## config.mk

```make
export PLATFORM = sky130hd
export DESIGN_NAME = sap_control_sequencer
export DESIGN_NICKNAME = d
export VERILOG_FILES = /design/src/rtl/sap_control_sequencer_pkg.sv /design/src/rtl/sap_ring_counter.sv /design/src/rtl/sap_control_sequencer.sv
export SDC_FILE = /design/constraint.sdc
export NUM_CORES = 1
export LEC_CHECK = 0
export ABC_AREA = 1
export CAP_MARGIN = 20
export CORE_MARGIN = 2
export CORE_UTILIZATION = 62
export CTS_BUF_LIST = sky130_fd_sc_hd__clkbuf_8
export CTS_CLUSTER_DIAMETER = 30
export DETAILED_ROUTE_END_ITERATION = 12
export DONT_BUFFER_PORTS = 1
export PLACE_DENSITY_LB_ADDON = 0.05
export SLEW_MARGIN = 25
export SYNTH_ARGS = -nofsm -noshare
export SYNTH_HDL_FRONTEND = slang
export SYNTH_SLANG_ARGS = --single-unit
```

## constraint.sdc

```tcl
create_clock -name clk -period 1.6 [get_ports clk]
set_clock_uncertainty 0.1 [all_clocks]
set_input_delay 0.4 -clock clk [delete_from_list [all_inputs] [get_ports clk]]
set_output_delay 0.4 -clock clk [all_outputs]
set_load 0.005 [all_outputs]
```

## src/rtl/sap_control_sequencer_pkg.sv

```systemverilog
// Shared SAP sequencer definitions: opcodes, control-word bit positions and T-state codes.
package sap_control_sequencer_pkg;

    localparam int unsigned CTRL_W = 12;
    localparam int unsigned OP_W   = 4;

    localparam logic [OP_W-1:0] OP_LDA = 4'h0;
    localparam logic [OP_W-1:0] OP_ADD = 4'h1;
    localparam logic [OP_W-1:0] OP_SUB = 4'h2;
    localparam logic [OP_W-1:0] OP_OUT = 4'hE;
    localparam logic [OP_W-1:0] OP_HLT = 4'hF;

    localparam int unsigned CTRL_CP = 11;
    localparam int unsigned CTRL_EP = 10;
    localparam int unsigned CTRL_LM = 9;
    localparam int unsigned CTRL_CE = 8;
    localparam int unsigned CTRL_LI = 7;
    localparam int unsigned CTRL_EI = 6;
    localparam int unsigned CTRL_LA = 5;
    localparam int unsigned CTRL_EA = 4;
    localparam int unsigned CTRL_SU = 3;
    localparam int unsigned CTRL_EU = 2;
    localparam int unsigned CTRL_LB = 1;
    localparam int unsigned CTRL_LO = 0;

    // Encoding doubles as the externally visible T-state code.
    typedef enum logic [2:0] {
        ST_IDLE = 3'd0,
        ST_T1   = 3'd1,
        ST_T2   = 3'd2,
        ST_T3   = 3'd3,
        ST_T4   = 3'd4,
        ST_T5   = 3'd5,
        ST_T6   = 3'd6,
        ST_HALT = 3'd7
    } state_t;

    function automatic logic [CTRL_W-1:0] cbit(input int unsigned idx);
        return CTRL_W'(1) << idx;
    endfunction

endpackage

```

## src/rtl/sap_ring_counter.sv

```systemverilog
// T-state register: walks T1..T6 on advance, leaves IDLE on start, parks in HALT on HLT.
module sap_ring_counter
    import sap_control_sequencer_pkg::*;
(
    input  logic   clk,
    input  logic   rst,
    input  logic   advance,
    input  logic   start,
    input  logic   halt_req,
    output state_t state
);

    always_ff @(posedge clk or posedge rst) begin
        if (rst) begin
            state <= ST_IDLE;
        end else begin
            case (state)
                ST_IDLE: if (start) state <= ST_T1;
                ST_T1:   if (advance) state <= ST_T2;
                ST_T2:   if (advance) state <= ST_T3;
                ST_T3:   if (advance) state <= ST_T4;
                ST_T4:   if (advance) state <= halt_req ? ST_HALT : ST_T5;
                ST_T5:   if (advance) state <= ST_T6;
                ST_T6:   if (advance) state <= ST_T1;
                default: state <= ST_HALT;
            endcase
        end
    end

endmodule

```

## src/rtl/sap_control_sequencer.sv

```systemverilog
// SAP control sequencer: microcode decode of T-state and opcode into the control word,
// with free-run / single-step gating and a retired-instruction counter.
module sap_control_sequencer
    import sap_control_sequencer_pkg::*;
#(
    parameter int unsigned CNT_W = 8
) (
    input  logic              clk,
    input  logic              rst,
    input  logic              i_start,
    input  logic              i_step_mode,
    input  logic              i_step,
    input  logic [OP_W-1:0]   i_opcode,
    output logic [CTRL_W-1:0] o_ctrl,
    output logic [2:0]        o_tstate,
    output logic              o_halted,
    output logic [CNT_W-1:0]  o_instr_count
);

    state_t            state;
    logic              advance;
    logic [CTRL_W-1:0] ucode;

    assign advance = !i_step_mode || i_step;

    sap_ring_counter u_ring (
        .clk      (clk),
        .rst      (rst),
        .advance  (advance),
        .start    (i_start),
        .halt_req (i_opcode == OP_HLT),
        .state    (state)
    );

    // Microcode ROM; IDLE, HALT and unknown opcodes fall through to zero.
    always_comb begin
        ucode = '0;
        case (state)
            ST_T1: ucode = cbit(CTRL_EP) | cbit(CTRL_LM);
            ST_T2: ucode = cbit(CTRL_CP);
            ST_T3: ucode = cbit(CTRL_CE) | cbit(CTRL_LI);
            ST_T4: begin
                case (i_opcode)
                    OP_LDA, OP_ADD, OP_SUB: ucode = cbit(CTRL_EI) | cbit(CTRL_LM);
                    OP_OUT:                 ucode = cbit(CTRL_EA) | cbit(CTRL_LO);
                    default:                ucode = '0;
                endcase
            end
            ST_T5: begin
                case (i_opcode)
                    OP_LDA:         ucode = cbit(CTRL_CE) | cbit(CTRL_LA);
                    OP_ADD, OP_SUB: ucode = cbit(CTRL_CE) | cbit(CTRL_LB);
                    default:        ucode = '0;
                endcase
            end
            ST_T6: begin
                case (i_opcode)
                    OP_ADD:  ucode = cbit(CTRL_EU) | cbit(CTRL_LA);
                    OP_SUB:  ucode = cbit(CTRL_EU) | cbit(CTRL_LA) | cbit(CTRL_SU);
                    default: ucode = '0;
                endcase
            end
            default: ucode = '0;
        endcase
    end

    // Gating by advance makes every load/increment fire once per T-state in step mode.
    assign o_ctrl   = advance ? ucode : '0;
    assign o_tstate = state;
    assign o_halted = (state == ST_HALT);

    always_ff @(posedge clk or posedge rst) begin
        if (rst) begin
            o_instr_count <= '0;
        end else if (state == ST_T6 && advance) begin
            o_instr_count <= o_instr_count + CNT_W'(1);
        end
    end

endmodule

```

# Yosys cells after proc, flatten, opt, wreduce, memory -nomap -nowiden
# Cells that the tools add are included.
[totals] out_inout_bits=24 inputBits=9 word_cells=43 reg_bits=11
[op_classes] muxes=14 add_sub_neg=1 n_reduce_logical=8 n_eq_ne=18
[op_table] op="12-bit one-hot mux with 6 select lines" count=1
[op_table] op="3-bit 2-to-1 mux" count=7
[op_table] op="3-bit one-hot mux with 7 select lines" count=1
[op_table] op="10-bit one-hot mux with 2 select lines" count=1
[op_table] op="9-bit one-hot mux with 2 select lines" count=1
[op_table] op="2-bit inequality test, second input constant" count=7
[op_table] op="3-bit == test, second input constant" count=4
[op_table] op="12-bit 2-to-1 mux" count=1
[op_table] op="6-bit one-hot mux with 2 select lines" count=1
[op_table] op="8-bit by 1-bit adder with 8-bit output, second input constant" count=1
[op_table] op="4-bit == test, second input constant" count=2
[op_table] op="7-bit AND reduction" count=1
[op_table] op="3-bit by 2-bit == test with 1-bit output, second input constant" count=2
[op_table] op="4-bit by 1-bit == test with 1-bit output, second input constant" count=1
[op_table] op="4-bit by 2-bit == test with 1-bit output, second input constant" count=1
[op_table] op="4-bit zero test" count=1
[op_table] op="3-bit by 1-bit == test with 1-bit output, second input constant" count=1
[op_table] op="3-bit zero test" count=1
[op_table] op="3-bit OR reduction" count=1
[op_table] op="2-bit 2-to-1 mux" count=1
[op_table] op="2-bit OR reduction" count=1
[op_table] op="1-bit logical AND" count=1
[op_table] op="1-bit zero test" count=1
[op_table] op="1-bit logical OR" count=1

# Longest topological paths before layout
# Gate-level depths: netlist (run 1).
[logic_depth] word_depth=5 mapped_depth=8 depth_no_buf=7

# Cells and area by module
# From an unflattened synthesis (run 1), not the netlist that was laid out.
[hier_totals] hier_cells=144 hier_area_um2=915.9
[modules_own_cells] module="sap_control_sequencer" area_each_um2=703.2 seq_area_each_um2=200.2 instances=1 cells_per_inst=111
[modules_own_cells] module="sap_ring_counter" area_each_um2=212.7 seq_area_each_um2=75.1 instances=1 cells_per_inst=33

# Least setup slack after synthesis (run 1)
# OpenSTA, ideal clock, no wires.
[synth_timing] path_kind="flip-flop to output port" start="register u_ring.state[0]" end="output port o_ctrl[4]" stages_incl_launch_ff=6 setup_slack_ns=-0.111 required_time_ns=1.100 t_arrival_ns=1.211 n_path_buf=2 path_cell_list="dfrtp_1 buf_2 nor2_2 nand2_1 nor3_1 buf_4"
[synth_between] elab_chain_len=3 word_cells_on_any_way=8 classes_between="6 x eq/ne; 2 x mux"
[synth_lines] item="from (decl)" line="sap_ring_counter.sv:10" source="output state_t state"
[synth_lines] item="from (signal assigned)" line="sap_ring_counter.sv:22" source="ST_T4: if (advance) state <= halt_req ? ST_HALT : ST_T5;"
[synth_lines] item="3-bit == test, or another cell as far along" line="sap_control_sequencer.sv:38" source="case (state)"
[synth_lines] item="12-bit one-hot mux with 6 select lines *" line="sap_control_sequencer.sv:38"
[synth_lines] item="12-bit 2-to-1 mux *" line="sap_control_sequencer.sv:68" source="assign o_ctrl = advance ? ucode : '0;"
[synth_lines] item="to (decl)" line="sap_control_sequencer.sv:14" source="output logic [CTRL_W-1:0] o_ctrl,"
# Every way passes the cells marked *; elsewhere a longest branch is shown, timed or not.

# Worst setup path after layout (run 1)
[layout_timing] start="register u_ring.state[1]" end="output port o_ctrl[9]"
# Same word-level chain as after synthesis.

==> results.py, run 1 <==
metrics = {
    "logic_synthesis": {
        "yosysTopAreaCell": "dfrtp_1",
        "ys_ff_latch": 11,
        "synthTopCellsByCount": "42 x nand2_1, 19 x inv_1, 11 x dfrtp_1, 11 x nor2_1, 9 x nand3_1",
        "postSynth.asyncResetShare_pct": 100,
        "netlist_area_sq_um": 830,
        "ys_top_cells_by_area": "dfrtp_1 33%, nand2_1 19%, inv_1 8.6%, nand3_1 5.4%, nor2_1 5.0%",
        "synth_fp_nets": 136,
        "synth_edf_count": 0,
        "syn_inst": 126,
        "synth.most_common_cell": "nand2_1",
        "yosys_most_used_dff": "dfrtp_1",
        "synth_warnings": 0,
        "syn_area_per_cell_sq_um": 6.58,
        "ys_types": 24,
        "ys_seq_area_share_pct": 33.2,
        "netlist.area_leader.share_pct": 33.2,
    },
    "cts": {
        "root_buffer": "clkbuf_8",
        "cts_sinks": 11,
        "cts.path.max_buffers": 2,
        "clk_latency_ps": 250,
        "numCtsBuffers": 3,
        "cts_tree": "built",
        "htreeDepth": 1,
        "clk_pin_slew_worst_paths_ps": 50,
    },
    "setup_path": {
        "worstSetupPathType": "reg2out",
        "worstSetupStartpoint": "u_ring.state[1]$_DFFE_PP0P_",
        "crit_buf_inv": 2,
        "worst_setup_path_start_kind": "flip-flop",
        "worstPathRequired_ps": 1100,
        "rr_startpoint": "u_ring.state[0]$_DFFE_PP0P_",
        "ff2ff_setup_slack_ps": 30,
        "rr_worst_depth": 7,
        "crit_chain": "inv_2, nand2_4, buf_4, o22ai_1, and2_1",
        "crit_cells": 5,
        "cp_max_fo": 4,
        "reg2reg_to": "u_ring.state[0]$_DFFE_PP0P_",
        "critical_path.max_stage_delay_ps": 440,
        "endpoint_kind": "primary output",
        "critPathTopFamily": "flip-flops",
        "crit_arrival_ps": 1270,
        "cp_slowest_cell": "dfrtp_2",
    },
    "run_status": {
        "violations": "negative setup slack",
        "status": "finished with violations",
    },
    "timing": {
        "max-slew-margin-rel_pct": 68.4,
        "final-hold-violation-count": 0,
        "setup_ws_ps": -173,
        "fin_setup_tns_ps": -1150,
        "min_period_ps": 1770,
        "max_freq_mhz": 564,
        "rsz0062_at_grt": "yes",
        "setup_viol": 12,
        "drv_slew": 0,
        "tightest_slew_ps": 473,
        "finalCritPeriodShare_pct": 111,
    },
    "detailed_routing": {
        "ant_nets": 0,
        "routedWlPerCell_microns": 18.4,
        "wl_microns": 2930,
        "drt_iter0_drc": 62,
        "routed_via_density": 6.12,
        "vias": 973,
        "firstDrtPassIters": 4,
        "drcViolationCount": 0,
    },
    "global_routing": {
        "grt_pass1_vias": 845,
        "antenna_found_initial": 0,
        "grt-ovfl-total": 0,
        "track_usage_pct": 29.7,
        "grt_pass1_wl_microns": 3240,
        "grt_max_degree": 12,
    },
    "placement": {
        "gp_congestion": 0.787,
        "dp_hpwl_microns": 1410,
        "dp_slack_ps": 16.3,
        "io_buffers": 0,
    },
    "floorplanning": {
        "coreArea_sq_um": 1270,
        "num_io_pins": 33,
        "die_h_microns": 40.6,
        "fp.dieW_microns": 40.6,
        "start_util_pct": 65.4,
        "rows": 13,
        "die_area_sq_um": 1650,
    },
    "final_layout": {
        "antennaDiodeCount": 0,
        "nets": 155,
        "utilization_pct": 91.3,
        "layout-drive-gt1-share_pct": 36.1,
        "syn2layout_area_growth_pct": 39.7,
    },
    "power": {
        "seqPwrFrac_pct": 27.1,
        "power.total_w": 0.00199,
        "power_density_nw_per_um2": 1720,
        "pwr-share-clk_pct": 14.2,
        "netSwitchingFraction_pct": 47.2,
        "max-vdd-ir-drop_mv": 1.36,
        "comb_power_share_pct": 58.6,
        "p_int_w": 0.00105,
        "p_sw_w": 0.000940,
        "p_leak_nw": 0.552,
    },
    "min_path": {
        "holdPathStages": 1,
        "hold_path_end": "o_instr_count[0]$_DFFE_PP0P_",
        "min_path_type": "reg2reg",
        "hp-start": "o_instr_count[0]$_DFFE_PP0P_",
    },
    "job": {
        "drv_cap": 0,
    },
}
## layer usage
layer	routed length, microns	vias to the layer above	GRT usage (%)	share of wire (%)
li1	-	428	-	-
met1	1120	458	27.2	38
met2	1450	64	56.7	49
met3	203	23	6.11	6.9
met4	156	0	20.8	5.3
met5	0	-	0	0
## what timing repair did
action | in CTS | in global routing
hold endpoints to repair | 11 | 0
buffers inserted | 4 | 4
gates resized for setup | 22 | 18
hold buffers | 1 | 0
pin swaps | 6 | 8
endpoints found under the setup margin | 13 | 14
## worst register-to-register path, delay by kind of cell, from the launching register on
kind                   cells  cell delay (ps)
buffers and inverters      2              240
flip-flops                 1              470
AO/OA/AOI/OAI              1              130
AND/OR/NAND/NOR            4              520
## cells by family after synthesis
family	after synthesis	synth area share, %
buffers and inverters	24	12.8
DFF	11	33.2
AOI/OAI and AO/OA	6	3.77
adders and majority gates	1	1.51
and+or+nand+nor	80	44.5
xor gates and xnor gates	4	4.22
## stage by stage
stage,cells,hold slack [ps],cell area (sq um)
after CTS,155,406,1060
after floorplan,126,152,835
final,159,447,1160
after global routing,159,452,1160
after global placement,146,195,890
after detailed placement,146,204,890
## area by class of cell
cell class | instances | area, sq um
Multi-Input combinational cell | 91 | 593
Tap cell | 15 | 18.8
Sequential cell | 11 | 279
Clock inverter | 1 | 3.75
Clock buffer | 3 | 41.3
Timing Repair Buffer | 18 | 145
Fill cell | 46 | 110
Inverter | 20 | 77.6
## power groups by stage
stage,clock [W],sequential [W],combinational (W)
after global placement,0,0.000518,0.000667
after CTS,0.000270,0.000525,0.000904
after global routing,0.000299,0.000553,0.00124
after detailed placement,0,0.000520,0.000695
final,0.000283,0.000540,0.00117
after floorplan,0,0.000480,0.000490
## sequential cells by signal, summed over array words and instances, names as in the netlist, named ones only
register,flops
u_ring.state,2
o_instr_count,8
## layout by cell type, fill, tap and decap left out, types with 4 or more instances in the layout
| cell type | count |
|---|---|
| buf_4 | 15 |
| dfrtp_1 | 8 |
| inv_1 | 15 |
| inv_2 | 5 |
| nand2_1 | 38 |
| nand3_1 | 7 |
| nor2_1 | 7 |
| nor2_4 | 5 |
| nor3_4 | 4 |
## worst max-delay path by stage
stage | end | slack, ps
2_1_floorplan | o_ctrl[4] | 20
3_3_place_gp | o_ctrl[1] | 40
3_5_place_dp | o_ctrl[5] | 20
4_1_cts | o_ctrl[8] | -110
5_1_grt | o_ctrl[5] | -230
6_report | o_ctrl[9] | -170
Note: power is estimated with default switching activity, not from simulation.
==> inputs of run 2 (changes only) <==
==> constraint.sdc (replaced) <==
create_clock -name clk -period 1.6 [get_ports clk]
set_clock_uncertainty 0.1 [all_clocks]
set_input_delay 0.24 -clock clk [delete_from_list [all_inputs] [get_ports clk]]
set_output_delay 0.24 -clock clk [all_outputs]
set_load 0.005 [all_outputs]
==> results.py, run 2 (synthesized netlist as in run 1, its figures left out) <==
metrics = {
    "run_status": {
        "status": "finished with violations",
        "violations": "negative setup slack",
    },
    "setup_path": {
        "crit_end": "o_ctrl[8]",
        "worstSetupPathType": "reg2out",
        "rr_startpoint": "u_ring.state[0]$_DFFE_PP0P_",
        "ff2ff_setup_slack_ps": 60,
        "rr_worst_depth": 7,
        "reg2reg_to": "o_instr_count[2]$_DFFE_PP0P_",
        "endpoint_kind": "primary output",
        "crit_arrival_ps": 1300,
        "cp_slowest_cell": "dfrtp_2",
        "worst_setup_path_start_kind": "flip-flop",
        "cp_max_fo": 6,
        "critical_path.max_stage_delay_ps": 480,
        "worstPathRequired_ps": 1260,
        "crit_chain": "buf_6, nor3_2, inv_1, a21oi_2",
    },
    "cts": {
        "cts.path.max_buffers": 2,
        "cts_tree": "built",
        "clk_latency_ps": 240,
        "clk_pin_slew_worst_paths_ps": 50,
        "numCtsBuffers": 3,
        "cts_sinks": 11,
        "htreeDepth": 1,
        "root_buffer": "clkbuf_8",
    },
    "detailed_routing": {
        "routed_via_density": 5.97,
        "vias": 932,
        "ant_nets": 0,
        "firstDrtPassIters": 5,
        "wl_microns": 2580,
        "drt_iter0_drc": 92,
        "routedWlPerCell_microns": 16.5,
        "drcViolationCount": 0,
    },
    "final_layout": {
        "final_cell_mix": "40 x nand2_1, 18 x inv_1, 11 x buf_4, 9 x nor2_1",
        "syn2layout_area_growth_pct": 30.5,
        "n_fill_cell": 70,
        "fin_cells": 156,
        "final_common_cell": "nand2_1",
        "antennaDiodeCount": 0,
        "top_regs": "o_instr_count (8), u_ring.state (2)",
        "layout-drive-gt1-share_pct": 29.1,
        "utilization_pct": 85.3,
        "largest_reg_flops": 8,
        "nets": 152,
        "regMostFlops": "o_instr_count",
    },
    "timing": {
        "min_period_ps": 1640,
        "finalCritPeriodShare_pct": 103,
        "tightest_slew_ps": 453,
        "setup_ws_ps": -44.4,
        "setup_viol": 5,
        "rsz0062_at_grt": "yes",
        "drv_slew": 0,
        "max_freq_mhz": 608,
        "final-hold-violation-count": 0,
        "timing.hold.ws_ps": 263,
        "max-slew-margin-rel_pct": 69.8,
    },
    "global_routing": {
        "grt-ovfl-total": 0,
        "track_usage_pct": 28.3,
        "grt_pass1_wl_microns": 3070,
        "grt_max_degree": 12,
        "grt_pass1_vias": 762,
        "antenna_found_initial": 0,
    },
    "floorplanning": {
        "die_h_microns": 40.6,
        "rows": 13,
        "num_io_pins": 33,
        "coreArea_sq_um": 1270,
        "fp.dieW_microns": 40.6,
        "start_util_pct": 65.4,
        "die_area_sq_um": 1650,
    },
    "power": {
        "max-vdd-ir-drop_mv": 1.49,
        "power_density_nw_per_um2": 1670,
        "p_leak_nw": 0.543,
        "power.total_w": 0.00181,
    },
    "min_path": {
        "min_path_type": "in2reg",
    },
    "placement": {
        "dp_hpwl_microns": 1420,
        "dp_slack_ps": 172,
        "placedCellCount": 143,
        "gp_congestion": 0.721,
        "io_buffers": 0,
    },
    "job": {
        "drv_cap": 0,
    },
}
-- run 2: layout make-up --
class / instances / area (sq um) / share of cell area [%]
multi-input combinational: 91 / 529 / 48.9
sequential: 11 / 279 / 25.8
timing repair buffer: 15 / 135 / 12.5
inverter: 20 / 75.1 / 6.94
clock buffer: 3 / 41.3 / 3.82
tap: 15 / 18.8 / 1.73
clock inverter: 1 / 3.75 / 0.347
-- run 2: critical path: cells and delay by family (launching register included) --
family / cells / cell delay [ps]
AO/OA/AOI/OAI: 1 / 170
flip-flops: 1 / 480
AND/OR/NAND/NOR: 1 / 160
buffers and inverters: 2 / 260
-- run 2: how the worst min path moves through the flow --
stage	start	endpoint	slack (ps)	cells past startpoint
2_1_floorplan	rst	asynchronous set/reset pin	-8	1
3_3_place_gp	rst	asynchronous set/reset pin	40	1
4_1_cts	i_start	flip-flop	240	3
6_report	i_start	flip-flop	260	3
5_1_grt	i_start	flip-flop	320	3
3_5_place_dp	rst	asynchronous set/reset pin	40	1
-- run 2: per-layer routing --
layer	vias up	GRT usage, %	wire [microns]
li1	424	-	-
met1	418	30.5	905
met2	70	51.6	1340
met3	20	6.11	218
met4	0	12.5	118
met5	-	0	0
-- run 2: power by group --
group	internal [W]	switching [W]	total, W
combinational	0.000431	0.000549	0.000980
clock	0.000168	0.000103	0.000271
sequential	0.000380	0.000180	0.000560
total	0.000979	0.000832	0.00181
-- run 2: stage by stage --
step | area, sq um | setup TNS [ps]
final | 1080 | -123
after global routing | 1080 | -359
after CTS | 987 | 0
after detailed placement | 875 | 0
after global placement | 875 | 0
after floorplan | 830 | 0
-- run 2: what timing repair did --
item / in CTS / in global routing
setup buffers: 5 / 3
pin swaps: 6 / 9
endpoints found under the hold margin: 11 / 0
resized for setup: 7 / 20
hold buffers: 1 / 0
setup endpoints to repair: 7 / 12
